## config.mk

```make
export PLATFORM = sky130hd
export DESIGN_NAME = timer_bcd
export DESIGN_NICKNAME = d
export VERILOG_FILES = /design/src/rtl/timer_bcd.sv
export SDC_FILE = /design/constraint.sdc
export NUM_CORES = 1
export LEC_CHECK = 0
export CELL_PAD_IN_SITES_DETAIL_PLACEMENT = 1
export CELL_PAD_IN_SITES_GLOBAL_PLACEMENT = 1
export CORE_ASPECT_RATIO = 0.75
export CORE_UTILIZATION = 34
export DETAILED_ROUTE_END_ITERATION = 16
export PLACE_DENSITY_LB_ADDON = 0.1
export SYNTH_ARGS = -nofsm -noshare
export SYNTH_HDL_FRONTEND = slang
export SYNTH_SLANG_ARGS = --single-unit
export TNS_END_PERCENT = 1
```

## constraint.sdc

```tcl
create_clock -name clk -period 2.3 [get_ports clk]
set_input_delay 0.23 -clock clk [delete_from_list [all_inputs] [get_ports clk]]
set_output_delay 0.23 -clock clk [all_outputs]
set_load 0.005 [all_outputs]
```

## src/rtl/timer_bcd.sv

```systemverilog
// timer_bcd: BCD countdown timer with keypad entry, run/pause control and door interlock.
// Three-state FSM (IDLE, RUN, PAUSED) with one prioritised event acting per cycle.
module timer_bcd (
    input  logic       clk,
    input  logic       rst_n,
    input  logic       tick_1hz,
    input  logic       key_valid,
    input  logic [3:0] key_code,
    input  logic       start,
    input  logic       stop,
    input  logic       clear,
    input  logic       door_closed,
    output logic [3:0] mins,
    output logic [3:0] sec_tens,
    output logic [3:0] sec_ones,
    output logic       magnetron_on,
    output logic       done
);
    typedef enum logic [1:0] {IDLE, RUN, PAUSED} state_t;
    state_t     state_q, state_d;
    logic [3:0] mins_q, mins_d, tens_q, tens_d, ones_q, ones_d;
    logic       done_q, done_d, mag_q;
    logic       nonzero, last_sec;
    assign nonzero  = |{mins_q, tens_q, ones_q};
    assign last_sec = mins_q == 4'd0 && tens_q == 4'd0 && ones_q == 4'd1;
    always_comb begin
        state_d = state_q;
        mins_d  = mins_q;
        tens_d  = tens_q;
        ones_d  = ones_q;
        done_d  = 1'b0;
        if (clear) begin
            state_d = IDLE;
            mins_d  = 4'd0;
            tens_d  = 4'd0;
            ones_d  = 4'd0;
        end else if (state_q == RUN && !door_closed) begin
            state_d = PAUSED;
        end else if (stop) begin
            state_d = state_q == RUN ? PAUSED : IDLE;
            mins_d  = state_q == RUN ? mins_q : 4'd0;
            tens_d  = state_q == RUN ? tens_q : 4'd0;
            ones_d  = state_q == RUN ? ones_q : 4'd0;
        end else if (start && state_q != RUN && door_closed && nonzero) begin
            state_d = RUN;
        end else if (tick_1hz && state_q == RUN) begin
            // Borrow chain; unnormalised tens (6-9) simply count down as seconds.
            ones_d = ones_q != 4'd0 ? ones_q - 4'd1 : 4'd9;
            tens_d = ones_q != 4'd0 ? tens_q : (tens_q != 4'd0 ? tens_q - 4'd1 : 4'd5);
            mins_d = (ones_q == 4'd0 && tens_q == 4'd0) ? mins_q - 4'd1 : mins_q;
            state_d = last_sec ? IDLE : RUN;
            done_d  = last_sec;
        end else if (key_valid && state_q == IDLE && key_code <= 4'd9) begin
            mins_d = tens_q;
            tens_d = ones_q;
            ones_d = key_code;
        end
    end
    always_ff @(posedge clk) begin
        if (!rst_n) begin
            state_q <= IDLE;
            mins_q  <= 4'd0;
            tens_q  <= 4'd0;
            ones_q  <= 4'd0;
            done_q  <= 1'b0;
            mag_q   <= 1'b0;
        end else begin
            state_q <= state_d;
            mins_q  <= mins_d;
            tens_q  <= tens_d;
            ones_q  <= ones_d;
            done_q  <= done_d;
            mag_q   <= state_d == RUN;
        end
    end
    assign mins         = mins_q;
    assign sec_tens     = tens_q;
    assign sec_ones     = ones_q;
    assign magnetron_on = mag_q;
    assign done         = done_q;
endmodule

```

-- Yosys cells after proc, flatten, opt, wreduce, memory -nomap -nowiden
Index checks and enable logic that the tools add are counted.
- input bits: 12
- output and inout bits: 14
- flip-flop bits (word level): 16
- logic and storage cells: 69
- order comparisons: 1
- reduce and logical (&&, ||, !) cells: 24
- bitwise operators: 3
- add/sub/neg operators: 3
- multiplexer cells: 24
- eq/ne operators: 8
- operators with widths (cell ; count):
    $mux 4 ; 17
    $logic_not 4->1 ; 3
    $mux 2 ; 6
    $reduce_or 12->1 ; 1
    $sub 4x1->4 const B ; 3
    $logic_and 1x1->1 ; 10
    $reduce_and 5->1 ; 2
    $reduce_bool 4->1 ; 2
    $reduce_or 6->1 ; 1
    $eq 2x1->1 const B ; 2
    $eq 4x1->1 const B ; 1
    $le 4x4->1 const B ; 1
    $ne 2x2->1 const B ; 2
    $reduce_and 4->1 ; 1
    $ne 3x2->1 const B ; 1
    $ne 3x3->1 const B ; 1
    $not 1->1 ; 3
    $reduce_bool 3->1 ; 1
    $logic_not 2->1 ; 1
    $ne 2x1->1 const B ; 1
    $reduce_or 2->1 ; 1
    $logic_not 1->1 ; 1
    $mux 1 ; 1

-- Depth between registers and ports, before layout
Gate-level depths: netlist of run 1.
- depth in word-level cells: 10
- depth in mapped cells: 7
- mapped depth without buffers: 7

-- Least setup slack after synthesis of run 1
OpenSTA, ideal clock, no wires.
- kind: reg2reg
- start point: register mins_q[0] (netlist: mins[0])
- end point: register tens_q[0] (netlist: sec_tens[0])
- period minus slack after synthesis: 1.878 ns
- path slack: 0.422 ns
- required time: 2.164 ns
- cell stages (with the launch flop): 8
- arrival time: 1.742 ns
- library setup time: 0.136 ns
- buffers on the path: 0
- path through: dfxtp_1 -> inv_1 -> ha_1 -> nor3b_1 -> nand3_2 -> a311oi_4 -> o31ai_2 -> mux2i_1
- cells in the longest elaborated chain, start to end: 4
- ends and longest elaborated chain (element ; RTL line ; RTL):
    from (decl) ; 21 ; logic [3:0] mins_q, mins_d, tens_q, tens_d, ones_q, ones_d;
    from (signal assigned) ; 69 ; mins_q <= mins_d;
    $reduce_or 12->1 ; 24 ; assign nonzero = |{mins_q, tens_q, ones_q};
    $logic_and 1x1->1 ; 44 ; end else if (start && state_q != RUN && door_closed && nonzero) begin
    $ne 2x2->1 (no source line) ; n/a ;
    $reduce_and 5->1 (no source line) ; n/a ;
    to (signal assigned) ; 70 ; tens_q <= tens_d;
    to (decl) ; 21 ;
Every way passes these cells.
A chain may end at the register's enable or synchronous reset.

-- Worst setup path in the final report of run 1
- start point: register mins_q[0] (netlist: mins[0])
- end point: register tens_q[1] (netlist: sec_tens[1])
Same word-level chain as after synthesis.

==> impl_metrics.toml, run 1 <==
[min_path]
hp-start = "mins[1]"
hold_path_depth = 2
hp-class = "reg2reg"
whs_endpoint = "mins[1]"

[clock_tree]
cts_tree = "yes"
clock_sinks = 16
htreeDepth = 1
cts_root_buf = "clkbuf_8"
cts_buffer_depth = 2
clk_latency_ns = 0.25
clkTransAtPathRegs_ns = 0.06
cts_buffers = 3

[power_and_ir_drop]
p_comb_share_pct = 15.1
leakage_nw = 0.510
p_int_mw = 0.479
power_per_cell_area_mw_per_mm2 = 451
power.switching_mw = 0.151
vdd_drop_max_mv = 0.412
seq_power_share_pct = 45.0
p_sw_share_pct = 24.0
p_clk_share_pct = 39.8

[critical_path]
startpoint = "mins[0]"
r2r_slack_ns = 0.25
start_kind = "flop"
slowest_delay_ns = 0.41
crit_type = "reg2reg"
crit_path_top_delay_cell = "a311oi_4"
crit_path_end_kind = "flop"
crit_fanout = 7
cp_cell_sequence = "inv_1 -> ha_1 -> nor3b_2 -> nand3_2 -> a311oi_4 -> o31ai_2 -> mux2i_1"
r2r_end = "sec_tens[1]"
worst-endpoint-arrival_ns = 2.16
crit_required_ns = 2.41
r2r_start = "mins[0]"
rr_worst_depth = 7

[placement]
placed_area_mm2 = 0.00134
place.gp.congestion = 0.821
io_buffers = 25
hpwl_um = 2330

[synthesis]
ys_warn_count = 0
syn_area_per_cell_um2 = 8.00
synth_nets = 139
seq_area_frac_synth_pct = 31.8
yosys-top-cells-area = "dfxtp_1, nand2_1, mux2i_1, o211ai_1, a32o_1"
synth_top_area_cell = "dfxtp_1"
synthCells = 126
ys_ff_latch = 16
ys_types = 39
yosysTopAreaCellShare_pct = 31.8
netlist_area_mm2 = 0.00101

[cells_and_area]
area_growth_pct = 38.5
drive_gt1_share_pct = 12.2
stdcell_area_mm2 = 0.00140
antenna_cells = 0
final_nets = 170
layout_common_cells = "nand2_1, clkdlybuf4s50_1, dfxtp_1"
layout_commonest_cell = "nand2_1"

[global_route]
grt_pass1_wl_um = 5270
antenna_found_initial = 0
grt_busiest_layer = "met2"
track_usage_pct = 22.2
met3_usage_pct = 5.14
grt.met2_usage_pct = 33.0
grtUsageMet1_pct = 32.7
grt_pass1_vias = 1063
grt_max_degree = 17
globalRoute.totalOverflow = 0

[floorplan]
io_pins = 26
die_w_um = 64.9
die_h_um = 49.2
start_util_pct = 37.3
num_rows = 16
core_mm2 = 0.00270
dieArea_mm2 = 0.00319

[sta]
finalHoldViolCount = 0
finalSetupViolCount = 0
slew_violations = 0
tns_ns = 0
tightest_slew_ns = 0.571
max_freq_ghz = 0.488
skew_ns = 0.00136
finalCriticalPeriod_ns = 2.05
relSlewSlack_pct = 61.7
rsz0062_at_grt = "no"
period_share_pct = 89.0
whs_ns = 0.501

[drt]
avgViaCountPerCell = 5.49
route.vias.total = 1054
first_pass_iters = 4
post_drt_wl_per_cell_um = 16.2
drtAntennaViolNets = 0
drc_errors = 0
drt_iter0_drc = 42
drt-total-wl_um = 3110

[run]
drv_cap = 0

[status]
status = "finished, final reports clean"
cell families after synthesis:
| family | share of synthesized area [%] |
|---|---|
| and+or+nand+nor | 29.5 |
| AOI/OAI and AO/OA | 23.9 |
| DFF | 31.8 |
| buffers and inverters | 3.85 |
| muxes | 7.94 |
| xor gates and xnor gates | 1.74 |
| adders and majority gates | 1.24 |
repair_timing:
| item | CTS | global route |
|---|---|---|
| hold buffers | 0 | 0 |
| setup buffers | 0 | 0 |
| gates resized for setup | 0 | 1 |
| setup endpoints to repair | 0 | 11 |
cell type report:
class / count / area, µm²
Clock buffer: 4 / 55.1
Fill cell: 329 / 1310
Inverter: 3 / 11.3
Multi-Input combinational cell: 100 / 654
Sequential cell: 16 / 320
Tap cell: 36 / 45.0
Timing Repair Buffer: 33 / 310
per-stage QoR:
step,setup WS [ns],cells,power [mW],util [%]
2_1_floorplan,0.422,126,0.338,-
6_report,0.253,192,0.630,51.7
4_1_cts,0.0398,192,0.638,51.5
5_1_grt,0.0326,192,0.658,51.7
3_3_place_gp,0.0924,188,0.382,49.4
3_5_place_dp,0.0582,188,0.384,49.4
synthesized netlist by cell type:
library cell and n:
and3_1 1, ha_1 1, nor4_4 1, nand2_1 28, nor2b_1 2, buf_2 1, dfxtp_1 16, nand3_2 1
o31ai_1 1, nand3_1 3, mux2i_1 8, o211ai_1 8, nor4_1 1, clkbuf_1 6, nor4_2 1, xnor2_1 2
a311oi_1 1, a311oi_4 1, nor3_1 2, nand3b_1 1, or4_1 1, and3b_1 1, a22o_1 1, o31ai_2 1
a21oi_1 4, nand2_2 1, nor2_1 8, a32o_1 3, and2_1 1, nand2b_1 2, inv_1 3, o21ai_0 6
or3_1 1, nand4_1 1, a211o_1 1, o21a_1 1, o22ai_1 2, o41ai_1 1, nor3b_1 1
state kept, by name (all words and copies together) (netlist names):
signal,count
done,1
magnetron_on,1
mins,4
state_q,2
sec_ones,4
sec_tens,4
power by group through the flow:
stage | Combinational [mW] | Sequential, mW | Clock (mW)
after floorplan | 0.0496 | 0.289 | 0
after global placement | 0.0926 | 0.290 | 0
after detailed placement | 0.0941 | 0.290 | 0
after CTS | 0.0945 | 0.284 | 0.260
after global routing | 0.103 | 0.284 | 0.271
final | 0.0954 | 0.284 | 0.251
layer usage:
metal | part of all wire [%] | vias to the layer above
met5 | 0 | -
met4 | 0.35 | 0
met3 | 4.0 | 2
met2 | 42 | 22
met1 | 54 | 508
li1 | - | 522
worst max path at each step:
stage / to / slack [ns] / depth (start not counted)
after detailed placement: sec_tens[1] / 0.06 / 7
after floorplan: sec_tens[0] / 0.42 / 7
after global placement: sec_tens[0] / 0.09 / 7
after global routing: sec_tens[0] / 0.03 / 7
after CTS: sec_tens[1] / 0.04 / 7
final: sec_tens[1] / 0.25 / 7
critical path, delay by kind of cell (launching register included):
| kind | cells | cell delay, ns |
|---|---|---|
| buffers and inverters | 1 | 0.07 |
| DFF | 1 | 0.35 |
| adders and majority gates | 1 | 0.18 |
| muxes | 1 | 0.17 |
| and+or+nand+nor | 2 | 0.50 |
| AOI/OAI and AO/OA | 2 | 0.65 |
(Power assumes the default switching activity.)
==> inputs of run 2 (changes only) <==
clock period = 2.07 ns   (was 2.3 ns; I/O delays follow)
==> run 2 against run 1 <==
  * Hold slack lost 0.0026 ns
  * Worst setup slack got worse by 0.089 ns
  * Clock power rose by 12%
  * Register-to-register slack lost 0.09 ns
  * Combinational power rose by 15%
  * Via count rose by 2.0%
  * Critical endpoint is now sec_ones[3]
  * Largest cell class unchanged
  * Largest power group unchanged
==> impl_metrics.toml, run 2 (same netlist as run 1, synthesis figures left out) <==
[critical_path]
worst-path-buf-inv = 1
crit_path_top_delay_cell = "a311oi_1"
slowest_delay_ns = 0.50
crit_required_ns = 2.21
crit_fanout = 7
cp_cell_sequence = "and3b_1 -> a311oi_1 -> a311oi_4 -> buf_4 -> and2_1 -> a32o_1"
crit_type = "reg2reg"
worst-endpoint-arrival_ns = 2.04
start_kind = "flop"
cp_top_family = "compound AO/OA/AOI/OAI gates"
crit_path_end_kind = "flop"

[placement]
placed_area_mm2 = 0.00137
io_buffers = 25
dp_slack_ns = -0.109
hpwl_um = 2460
place.gp.congestion = 0.815
place_inst = 193

[floorplan]
die_w_um = 64.9
start_util_pct = 37.3
core_mm2 = 0.00270
dieArea_mm2 = 0.00319
die_h_um = 49.2
io_pins = 26
num_rows = 16

[sta]
rsz0062_at_grt = "no"
tns_ns = 0
skew_ns = 0.00292
setup_ws_ns = 0.163
tightest_slew_ns = 0.553
relSlewSlack_pct = 62.9
whs_ns = 0.499
period_share_pct = 92.1
slew_violations = 0
finalHoldViolCount = 0
finalSetupViolCount = 0
finalCriticalPeriod_ns = 1.91
max_freq_ghz = 0.525

[cells_and_area]
area_growth_pct = 42.9
layout_commonest_cell = "nand2_1"
fill_cells = 327
stdcell_area_mm2 = 0.00144
final_nets = 176
drive_gt1_share_pct = 15.4
stdcell_count = 198
antenna_cells = 0
layout_common_cells = "nand2_1, clkdlybuf4s50_1, dfxtp_1"

[global_route]
grt_pass1_wl_um = 5400
grt_max_degree = 17
globalRoute.totalOverflow = 0
antenna_found_initial = 0
grt_pass1_vias = 1133
track_usage_pct = 22.8

[power_and_ir_drop]
power_per_cell_area_mw_per_mm2 = 490
vdd_drop_max_mv = 0.346
leakage_nw = 0.541

[drt]
avgViaCountPerCell = 5.43
post_drt_wl_per_cell_um = 16.1
drt-total-wl_um = 3200
first_pass_iters = 4
drtAntennaViolNets = 0
drc_errors = 0
drt_iter0_drc = 20
route.vias.total = 1075

[clock_tree]
cts_buffers = 3
clock_sinks = 16
clkTransAtPathRegs_ns = 0.07
cts_buffer_depth = 2
ctsHoldBuffers = 0
htreeDepth = 1
clk_latency_ns = 0.25
cts_tree = "yes"
cts_root_buf = "clkbuf_8"

[status]
status = "finished, final reports clean"

[min_path]
hp-class = "reg2reg"

[run]
drv_cap = 0
## run 2: cell count changes in the layout (fill, tap and decap cells not counted)
| cell | delta |
|---|---|
| buf_4 | +6 |
## run 2: layer usage
layer	routed length (µm)	track usage, %	vias to the layer above	share of wire, %
li1	-	-	532	-
met1	1580	30.5	514	49
met2	1430	37.3	24	45
met3	161	4.67	5	5.0
met4	29	5.56	0	0.91
met5	0	0	-	0
## run 2: report_power, final
group / switching, mW / total, mW / leakage (nW) / internal, mW
Clock: 0.113 / 0.282 / 0.0288 / 0.169
Combinational: 0.0538 / 0.110 / 0.383 / 0.0558
Sequential: 0.00377 / 0.314 / 0.129 / 0.311
## run 2: worst reg2reg max path: cells and delay by family, from the launching register on
| family | cells | cell delay, ns |
|---|---|---|
| buffers and inverters | 1 | 0.19 |
| AOI/OAI and AO/OA | 3 | 0.79 |
| DFF | 1 | 0.41 |
| and+or+nand+nor | 2 | 0.40 |
## run 2: stage by stage
stage	util [%]	total power, mW
3_3_place_gp	50.8	0.426
2_1_floorplan	-	0.376
3_5_place_dp	50.8	0.427
6_report	53.3	0.706
4_1_cts	53.1	0.710
5_1_grt	53.3	0.740
## run 2: worst paths after layout
kind | startpoint | endpoint | slack, ns | cells past startpoint
max | state_q[1] | sec_ones[3] | 0.16 | 6
max reg2reg | state_q[1] | sec_ones[3] | 0.16 | 6
min | mins[1] | mins[1] | 0.50 | 2
min reg2reg | mins[1] | mins[1] | 0.50 | 2
## run 2: cell type report
class / count / area, µm² / share of cell area [%]
Tap cell: 36 / 45.0 / 3.13
Inverter: 3 / 11.3 / 0.781
Timing Repair Buffer: 39 / 355 / 24.7
Sequential cell: 16 / 320 / 22.2
Multi-Input combinational cell: 100 / 654 / 45.4
Clock buffer: 4 / 55.1 / 3.82
## run 2: repair_timing
action / CTS / global route
setup buffers: 0 / 1
pin swaps: 0 / 1
setup endpoints to repair: 11 / 11
endpoints found under the hold margin: 0 / 0
gates resized for setup: 1 / 0
==> inputs of run 3 (changes only) <==
--- a/constraint.sdc
+++ b/constraint.sdc
@@ -3,2 +3,2 @@
 set_output_delay 0.207 -clock clk [all_outputs]
-set_load 0.005 [all_outputs]
+set_load 0.01 [all_outputs]
==> results of run 3 <==
The final DEF is identical to that of run 2. Status: finished, final reports clean.
Among the figures that moved: total power 0.706 mW -> 0.707 mW; worst IR drop on VDD 0.346 mV -> 0.347 mV
